==> config.mk <==
export PLATFORM = sky130hd
export DESIGN_NAME = alu_iter
export DESIGN_NICKNAME = d
export VERILOG_FILES = /design/src/rtl/alu_iter.sv
export SDC_FILE = /design/constraint.sdc
export NUM_CORES = 1
export LEC_CHECK = 0
export ABC_AREA = 1
export CAP_MARGIN = 30
export CORE_ASPECT_RATIO = 1.2
export CORE_MARGIN = 1.5
export CORE_UTILIZATION = 35
export CTS_CLUSTER_DIAMETER = 200
export DETAILED_ROUTE_END_ITERATION = 8
export GPL_TIMING_DRIVEN = 0
export HOLD_SLACK_MARGIN = 0.03
export SLEW_MARGIN = 20
export SYNTH_ARGS = -nofsm -noshare
export SYNTH_HDL_FRONTEND = slang
export SYNTH_SLANG_ARGS = --single-unit
export TNS_END_PERCENT = 10
==> constraint.sdc <==
create_clock -name clk -period 1.9 [get_ports clk]
set_input_delay 0.38 -clock clk [delete_from_list [all_inputs] [get_ports clk]]
set_output_delay 0.38 -clock clk [all_outputs]
set_load 0.02 [all_outputs]
==> src/rtl/alu_iter.sv <==
// ---------------------------------------------------------------------------
// alu_iter -- multi-cycle execute unit: single-cycle base ALU plus an
// optional iterative RV32M/RV64M multiply/divide datapath, with valid/ready
// handshakes on the request and result sides.
//
// Build option:
//   ALU_ITER_MULDIV_EN  defined   : shift-add multiplier, restoring divider,
//                                   iteration counter and BUSY state built.
//                       undefined : every m_sel=1 op finishes in one cycle
//                                   with result=0 and out_illegal=1.
//
// Ports:
//   clk, rst_n           clock (rising edge), async active-low reset
//   in_valid / in_ready  request handshake (in_ready=0 while BUSY or flush)
//   m_sel                0: base op on operation, 1: M op on operation[2:0]
//   operation            ALU_* code (base) or RISC-V funct3 (M ops)
//   operand_a/operand_b  XLEN-bit sources
//   flush                abandon any in-flight or held result
//   out_valid/out_ready  result handshake
//   result, result_zero  registered result and its zero flag
//   out_illegal          op was not executable in this build
// ---------------------------------------------------------------------------
`timescale 1ns/1ps

package alu_iter_pkg;
  // Base ALU op codes.
  localparam logic [3:0] ALU_NONE = 4'd0;
  localparam logic [3:0] ALU_ADD  = 4'd1;
  localparam logic [3:0] ALU_SUB  = 4'd2;
  localparam logic [3:0] ALU_SLL  = 4'd3;
  localparam logic [3:0] ALU_SLT  = 4'd4;
  localparam logic [3:0] ALU_SLTU = 4'd5;
  localparam logic [3:0] ALU_XOR  = 4'd6;
  localparam logic [3:0] ALU_SRL  = 4'd7;
  localparam logic [3:0] ALU_SRA  = 4'd8;
  localparam logic [3:0] ALU_OR   = 4'd9;
  localparam logic [3:0] ALU_AND  = 4'd10;
  localparam logic [3:0] ALU_SEQ  = 4'd11;

  // RISC-V M-extension funct3 codes.
  localparam logic [2:0] M_MUL    = 3'd0;
  localparam logic [2:0] M_MULH   = 3'd1;
  localparam logic [2:0] M_MULHSU = 3'd2;
  localparam logic [2:0] M_MULHU  = 3'd3;
  localparam logic [2:0] M_DIV    = 3'd4;
  localparam logic [2:0] M_DIVU   = 3'd5;
  localparam logic [2:0] M_REM    = 3'd6;
  localparam logic [2:0] M_REMU   = 3'd7;

  typedef enum logic [1:0] {
    ST_IDLE = 2'd0,
    ST_BUSY = 2'd1,
    ST_DONE = 2'd2
  } state_t;
endpackage

module alu_iter
  import alu_iter_pkg::*;
#(
  parameter int XLEN = 32
) (
  input  logic            clk,
  input  logic            rst_n,
  input  logic            in_valid,
  output logic            in_ready,
  input  logic            m_sel,
  input  logic [3:0]      operation,
  input  logic [XLEN-1:0] operand_a,
  input  logic [XLEN-1:0] operand_b,
  input  logic            flush,
  output logic            out_valid,
  input  logic            out_ready,
  output logic [XLEN-1:0] result,
  output logic            result_zero,
  output logic            out_illegal
);

  localparam int SHW = $clog2(XLEN);

  state_t state_q, state_d;
  logic   accept;
  logic   long_op;  // accepted op needs the iterative datapath

  assign in_ready    = !flush && ((state_q == ST_IDLE) || ((state_q == ST_DONE) && out_ready));
  assign accept      = in_valid && in_ready;
  assign out_valid   = (state_q == ST_DONE);
  assign result_zero = (result == '0);

  // -------------------------------------------------------------------------
  // Base ALU
  // -------------------------------------------------------------------------
  logic [XLEN-1:0] base_res;
  logic [SHW-1:0]  shamt;

  assign shamt = operand_b[SHW-1:0];

  // NOTE: every always_comb output gets a default first so no path leaves it
  // unassigned; that is what keeps synthesis from inferring a latch.
  always_comb begin
    base_res = '0;
    case (operation)
      ALU_ADD:  base_res = operand_a + operand_b;
      ALU_SUB:  base_res = operand_a - operand_b;
      ALU_SLL:  base_res = operand_a << shamt;
      ALU_SLT:  base_res = {{(XLEN-1){1'b0}}, ($signed(operand_a) < $signed(operand_b))};
      ALU_SLTU: base_res = {{(XLEN-1){1'b0}}, (operand_a < operand_b)};
      ALU_XOR:  base_res = operand_a ^ operand_b;
      ALU_SRL:  base_res = operand_a >> shamt;
      ALU_SRA:  base_res = $signed(operand_a) >>> shamt;
      ALU_OR:   base_res = operand_a | operand_b;
      ALU_AND:  base_res = operand_a & operand_b;
      ALU_SEQ:  base_res = {{(XLEN-1){1'b0}}, (operand_a == operand_b)};
      default:  base_res = '0;  // ALU_NONE and unknown codes
    endcase
  end

`ifdef ALU_ITER_MULDIV_EN
  // -------------------------------------------------------------------------
  // Multiply/divide operand preparation (on accept)
  // -------------------------------------------------------------------------
  localparam int CW = $clog2(XLEN + 1);

  logic [2:0]      f3;
  logic            a_signed, b_signed, sa, sb;
  logic [XLEN-1:0] ma, mb;
  logic            is_div, div_zero, div_ovf, div_fast;
  logic [XLEN-1:0] fast_res;

  assign f3 = operation[2:0];

  always_comb begin
    is_div   = f3[2];
    a_signed = (f3 != M_MULHU) && (f3 != M_DIVU) && (f3 != M_REMU);
    b_signed = a_signed && (f3 != M_MULHSU);
    sa       = a_signed && operand_a[XLEN-1];
    sb       = b_signed && operand_b[XLEN-1];
    ma       = sa ? ('0 - operand_a) : operand_a;
    mb       = sb ? ('0 - operand_b) : operand_b;
    div_zero = (operand_b == '0);
    // Only DIV/REM (funct3[0]=0) can overflow: most-negative / -1.
    div_ovf  = !f3[0] && (operand_a == {1'b1, {(XLEN-1){1'b0}}}) && (operand_b == '1);
    div_fast = is_div && (div_zero || div_ovf);
    if (div_zero) fast_res = f3[1] ? operand_a : '1;
    else          fast_res = f3[1] ? '0 : operand_a;
  end

  assign long_op = m_sel && !div_fast;

  // -------------------------------------------------------------------------
  // Iterative datapath. p_q holds {acc, multiplier} for multiply and
  // {remainder, dividend/quotient} for divide; d_q is the multiplicand or
  // divisor magnitude.
  // -------------------------------------------------------------------------
  logic [CW-1:0]     cnt_q;
  logic [2*XLEN-1:0] p_q;
  logic [XLEN-1:0]   d_q;
  logic              neg_q;
  logic [2:0]        op_q;

  logic [XLEN:0]     mul_sum;
  logic [XLEN:0]     div_shift;
  logic [XLEN+1:0]   div_diff;
  logic              div_ge;
  logic [2*XLEN-1:0] p_step, mul_full;
  logic [XLEN-1:0]   div_val, md_res;

  always_comb begin
    mul_sum   = {1'b0, p_q[2*XLEN-1:XLEN]} + (p_q[0] ? {1'b0, d_q} : '0);
    div_shift = {p_q[2*XLEN-1:XLEN], p_q[XLEN-1]};
    div_diff  = {1'b0, div_shift} - {2'b00, d_q};
    div_ge    = !div_diff[XLEN+1];
    if (op_q[2])
      p_step = {(div_ge ? div_diff[XLEN-1:0] : div_shift[XLEN-1:0]), p_q[XLEN-2:0], div_ge};
    else
      p_step = {mul_sum, p_q[XLEN-1:1]};

    // Sign correction applied to the final step's value.
    mul_full = neg_q ? ('0 - p_step) : p_step;
    div_val  = op_q[1] ? p_step[2*XLEN-1:XLEN] : p_step[XLEN-1:0];
    if (op_q[2])
      md_res = neg_q ? ('0 - div_val) : div_val;
    else
      md_res = (op_q[1:0] == 2'b00) ? mul_full[XLEN-1:0] : mul_full[2*XLEN-1:XLEN];
  end
`else
  assign long_op = 1'b0;
`endif

  // -------------------------------------------------------------------------
  // FSM
  // -------------------------------------------------------------------------
  // NOTE: sequential state uses non-blocking assignments so every register
  // samples the pre-edge values regardless of statement order.
  always_ff @(posedge clk or negedge rst_n) begin
    if (!rst_n) state_q <= ST_IDLE;
    else        state_q <= state_d;
  end

  always_comb begin
    state_d = state_q;
    case (state_q)
      ST_IDLE: if (accept) state_d = long_op ? ST_BUSY : ST_DONE;
      ST_DONE: begin
        if (accept)         state_d = long_op ? ST_BUSY : ST_DONE;
        else if (out_ready) state_d = ST_IDLE;
      end
      ST_BUSY: begin
`ifdef ALU_ITER_MULDIV_EN
        if (cnt_q == CW'(1)) state_d = ST_DONE;
`else
        state_d = ST_IDLE;
`endif
      end
      default: state_d = ST_IDLE;
    endcase
    if (flush) state_d = ST_IDLE;
  end

  // -------------------------------------------------------------------------
  // Result and datapath registers
  // -------------------------------------------------------------------------
  // NOTE: the datapath registers are reset along with the control state so a
  // reset mid-operation leaves no stale partial product visible afterwards.
  always_ff @(posedge clk or negedge rst_n) begin
    if (!rst_n) begin
      result      <= '0;
      out_illegal <= 1'b0;
`ifdef ALU_ITER_MULDIV_EN
      cnt_q       <= '0;
      p_q         <= '0;
      d_q         <= '0;
      neg_q       <= 1'b0;
      op_q        <= '0;
`endif
    end else if (accept) begin
      if (m_sel) begin
`ifdef ALU_ITER_MULDIV_EN
        out_illegal <= 1'b0;
        if (div_fast) begin
          result <= fast_res;
        end else begin
          cnt_q <= CW'(XLEN);
          op_q  <= f3;
          neg_q <= (is_div && f3[1]) ? sa : (sa ^ sb);
          if (is_div) begin
            p_q <= {{XLEN{1'b0}}, ma};
            d_q <= mb;
          end else begin
            p_q <= {{XLEN{1'b0}}, mb};
            d_q <= ma;
          end
        end
`else
        result      <= '0;
        out_illegal <= 1'b1;
`endif
      end else begin
        result      <= base_res;
        out_illegal <= 1'b0;
      end
`ifdef ALU_ITER_MULDIV_EN
    end else if ((state_q == ST_BUSY) && !flush) begin
      p_q   <= p_step;
      cnt_q <= cnt_q - CW'(1);
      if (cnt_q == CW'(1)) result <= md_res;
`endif
    end
  end

endmodule

==> qor.csv <==
stage,metric,value,unit
worst_setup_path,CP Max Fanout,7,
route,via/cell ratio,5.751,
layout,fin area,16060,um2
sta,fin crit period,2.343,ns
floorplan,row cnt,73,
synth,"Distinct cells, synth",46,
layout,register area,850.8,um2
synth,post-synthesis sequential area ratio,7.279,%
global_route,GRT Total Usage,41.58,%
synth,Post-Synthesis Mean Instance Area,5.067,um2
synth,Yosys top cell by area,nand2_1,
synth,Post-Syn Area,11690,um2
global_route,GRT overflow,0,
synth,fraction of the mapped netlist area in simple logic gates,56.18,%
sta,Max-slew headroom,42.15,%
route,WL final,72940,um
placement,PortBufs,109,
synth,Synth top area share,26.20,%
global_route,first-pass GRT wire length,104200,um
clock_network,total clock sinks,34,
route,via count,16823,
worst_setup_path,CP max-delay cell,ha_4,
route,DR pass1 iterations,8,
floorplan,die height,203.2,um
synth,Synth area leaders,"nand2_1 (26%), nand3_1 (19%), ha_1 (11%)",
sta,Fin Clk Skew,0.005623,ns
clock_network,clock slew at reported path FFs,0.05,ns
clock_network,Clock Latency Late Sink,0.28,ns
floorplan,die area,34510,um2
power_and_ir_drop,Power Total,6269,uW
synth,Syn. warnings,0,
route,Post-route DRC,0,
placement,DP Worst Slack,-1.730,ns
placement,DP HPWL,58880,um
worst_setup_path,CP arrival,2.51,ns
route,wire per inst,24.94,um
worst_setup_path,Worst EP required,2.07,ns
global_route,largest net degree at the start of global routing,27,
sta,maximum clock rate,0.4268,GHz
synth,ys async rst share,100.0,%
placement,placed instance count,2867,
synth,xor-xnor portion of the synthesized cell area,0.2248,%
sta,Final Cycle Share,123.3,%
worst_setup_path,most frequent CP cell,nand2_4,
synth,Synthesized Nets,2490,
worst_setup_path,critical path cell sequence,"buf_8, buf_8, inv_6, buf_12, buf_12, ha_4, inv_8, nand2_4, nand2_4, and2_4, nand2_4, nand3_4, o21ai_4, nand4_1, nand2_1, nand2_1",
worst_setup_path,Worst path top cell family by delay,simple AND/OR/NAND/NOR gates,
layout,total of fill cells in the finished design,3626,
sta,Worst Tran Pin Value,0.8678,ns
synth,"EDFF count, synth",0,
layout,P&R area growth vs syn,37.43,%
global_route,number of global-route vias before repair,16249,
synth,Compound-Gate Fraction of Synth Area,8.874,%
clock_network,CTS tree,built,
worst_setup_path,delay of the slowest critical-path stage,0.34,ns
layout,diodes inserted,0,
floorplan,Initial Util,35.45,%
synth,multiplexer area fraction after synthesis,0.09634,%
layout,fraction of layout cells with a size suffix above 1,23.88,%
synth,number of synthesized register bits,34,
worst_setup_path,CP Launch Type,primary input,
layout,layout net count,2657,
layout,area of the multi-input gates,10860,um2
hold_path,Hold Path Class,primary input to async pin,
clock_network,Inserted Clock Buffers,5,
worst_setup_path,kind of critical path,primary input to register,
clock_network,CTS Root Cell,clkbuf_16,
layout,"non-filler cells, final",2925,
sta,Setup WS post-layout,-0.4428,ns
sta,Fin Setup TNS,-11.17,ns
floorplan,core area,32970,um2
power_and_ir_drop,peak supply drop,0.3837,mV
flow_run,Max-Cap Viols,0,
route,Detail Route Antenna Nets,0,
synth,cell count after synthesis,2307,
route,DR iter-0 viols,1691,
synth,Post-Synth Adder-Cell Area,11.80,%
worst_setup_path,Worst setup EP type,register,
floorplan,I/O Pins,110,
run_status,status,finished with violations,
placement,placed cell area,13530,um2
placement,routability congestion estimate,1.059,
sta,Fin. Hold Viols,0,
synth,Main synth FF type,dfrtp_1,
sta,Final setup viols,32,
global_route,initial antenna violation count,0,
clock_network,Bufs on Longest Clock Path,2,
power_and_ir_drop,P per Cell Area,390.3,nW/um2
floorplan,Die Width,169.8,um
power_and_ir_drop,Lkg Pwr,0.008615,uW
clock_network,H-tree depth,2,
sta,Slew Limit Fails,0,
worst_setup_path,Crit path buffers/inverters,6,
run_status,failing checks,negative setup slack,
synth,main combinational cell family by area after synthesis,simple AND/OR/NAND/NOR gates,
sta,RSZ-0062 raised after global routing,yes,
-- final timing paths --
kind                              start  cells past startpoint           to  slack (ns)
hold reg to reg             out_illegal                      1  out_illegal        0.51
setup / recovery           operand_b[2]                     16   result[12]       -0.44
setup reg to reg             state_q[1]                      8    result[0]        0.10
hold / removal                    rst_n                      2   result[18]        0.50
max in group asynchronous         rst_n                      3   result[13]        0.99
min in group clk            out_illegal                      1  out_illegal        0.51
-- where the power goes --
group          internal, uW  switching [uW]  leakage [uW]
Sequential              781            58.6      0.000464
Clock                   519             307     0.0000739
Combinational          1530            3070       0.00808
-- routing by layer --
layer / part of all wire [%] / global-route usage [%]
met3: 6.9 / 4.716
met5: 0 / 0
met4: 9.0 / 30.78
met2: 47 / 71.02
met1: 37 / 47.74
-- registers in the layout (all words and copies together) (netlist names) --
register     flops
out_illegal      1
result          32
state_q          1
-- placed cells by master (no fill, tap or decap), types with 8 or more instances in the layout --
| cell type | instances |
|---|---|
| nand4_1 | 25 |
| dfrtp_1 | 34 |
| and2_1 | 12 |
| buf_4 | 70 |
| dlygate4sd2_1 | 21 |
| ha_4 | 14 |
| ha_1 | 90 |
| inv_1 | 290 |
| o21ai_0 | 29 |
| nor3_1 | 12 |
| a21oi_1 | 44 |
| clkbuf_1 | 8 |
| nand2_4 | 37 |
| nand3_1 | 385 |
| nor2_2 | 44 |
| nand3_4 | 17 |
| o211ai_1 | 19 |
| clkdlybuf4s50_1 | 42 |
| nand3_2 | 53 |
| nand2_2 | 87 |
| nor2_4 | 34 |
| buf_8 | 11 |
| o21ai_1 | 16 |
| nor2_1 | 112 |
| clkbuf_2 | 10 |
| buf_2 | 47 |
| a21oi_2 | 21 |
| nand2_1 | 696 |
| nor3_2 | 11 |
| buf_6 | 21 |
| inv_2 | 32 |
| clkdlybuf4s15_2 | 10 |
| buf_12 | 14 |
| o22ai_1 | 9 |
-- metrics by stage --
stage               util (%)  hold slack (ns)
floorplan                  -          0.08441
global placement       40.97           0.4890
detailed placement     41.02           0.2533
CTS                    47.12           0.4854
global route           48.72           0.5100
finish                 48.72           0.4979
-- layout make-up --
cell class | instances | share of cell area, %
inverters | 331 | 7.999
well taps | 450 | 3.505
multi-input cells | 1834 | 67.60
clock inverters | 1 | 0.03115
flip-flops and latches | 34 | 5.296
clock buffers | 7 | 0.8879
plain buffers | 105 | 5.623
repair buffers | 163 | 9.058
-- cells by family (layout without fill, tap and decap cells) --
group,Yosys count,after routing
and+or+nand+nor,1544,1544
buffers and inverters,439,607
AOI/OAI and AO/OA,177,177
adders and majority gates,109,109
DFF,34,34
xor gates and xnor gates,3,3
muxes,1,1
-- synth_stat cells, types with 3 or more instances --
library cell / count
nand3_1: 453
o21ai_0: 45
inv_2: 8
dfrtp_1: 34
nor2_1: 188
nand4_1: 25
o21ai_1: 6
buf_6: 6
ha_1: 107
nor3_1: 25
a21oi_1: 70
xor2_1: 3
nand2_1: 816
buf_1: 6
o22ai_1: 9
o2111ai_1: 6
buf_4: 11
o21bai_1: 7
nor4_1: 11
a31oi_1: 3
inv_1: 321
o221ai_1: 4
buf_2: 64
nand2_2: 4
o211ai_1: 19
and2_1: 12
clkbuf_1: 20
-- worst register-to-register path: stages, from the launching register on --
cell and delay (ns):
dfrtp_1 0.39, nand2_1 0.07, inv_1 0.04, nor2_1 0.15
nand2_1 0.24, nor3_2 0.36, buf_2 0.32, nand2_1 0.10
nand2_1 0.07
-- repair_timing --
item | CTS | global route
gates resized for setup | 626 | 167
setup buffers | 45 | 7
hold buffers | 1 | 0
endpoints found under the hold margin | 8 | 0
pin swaps | 102 | 61
setup endpoints to repair | 34 | 34
(Power assumes the default switching activity.)
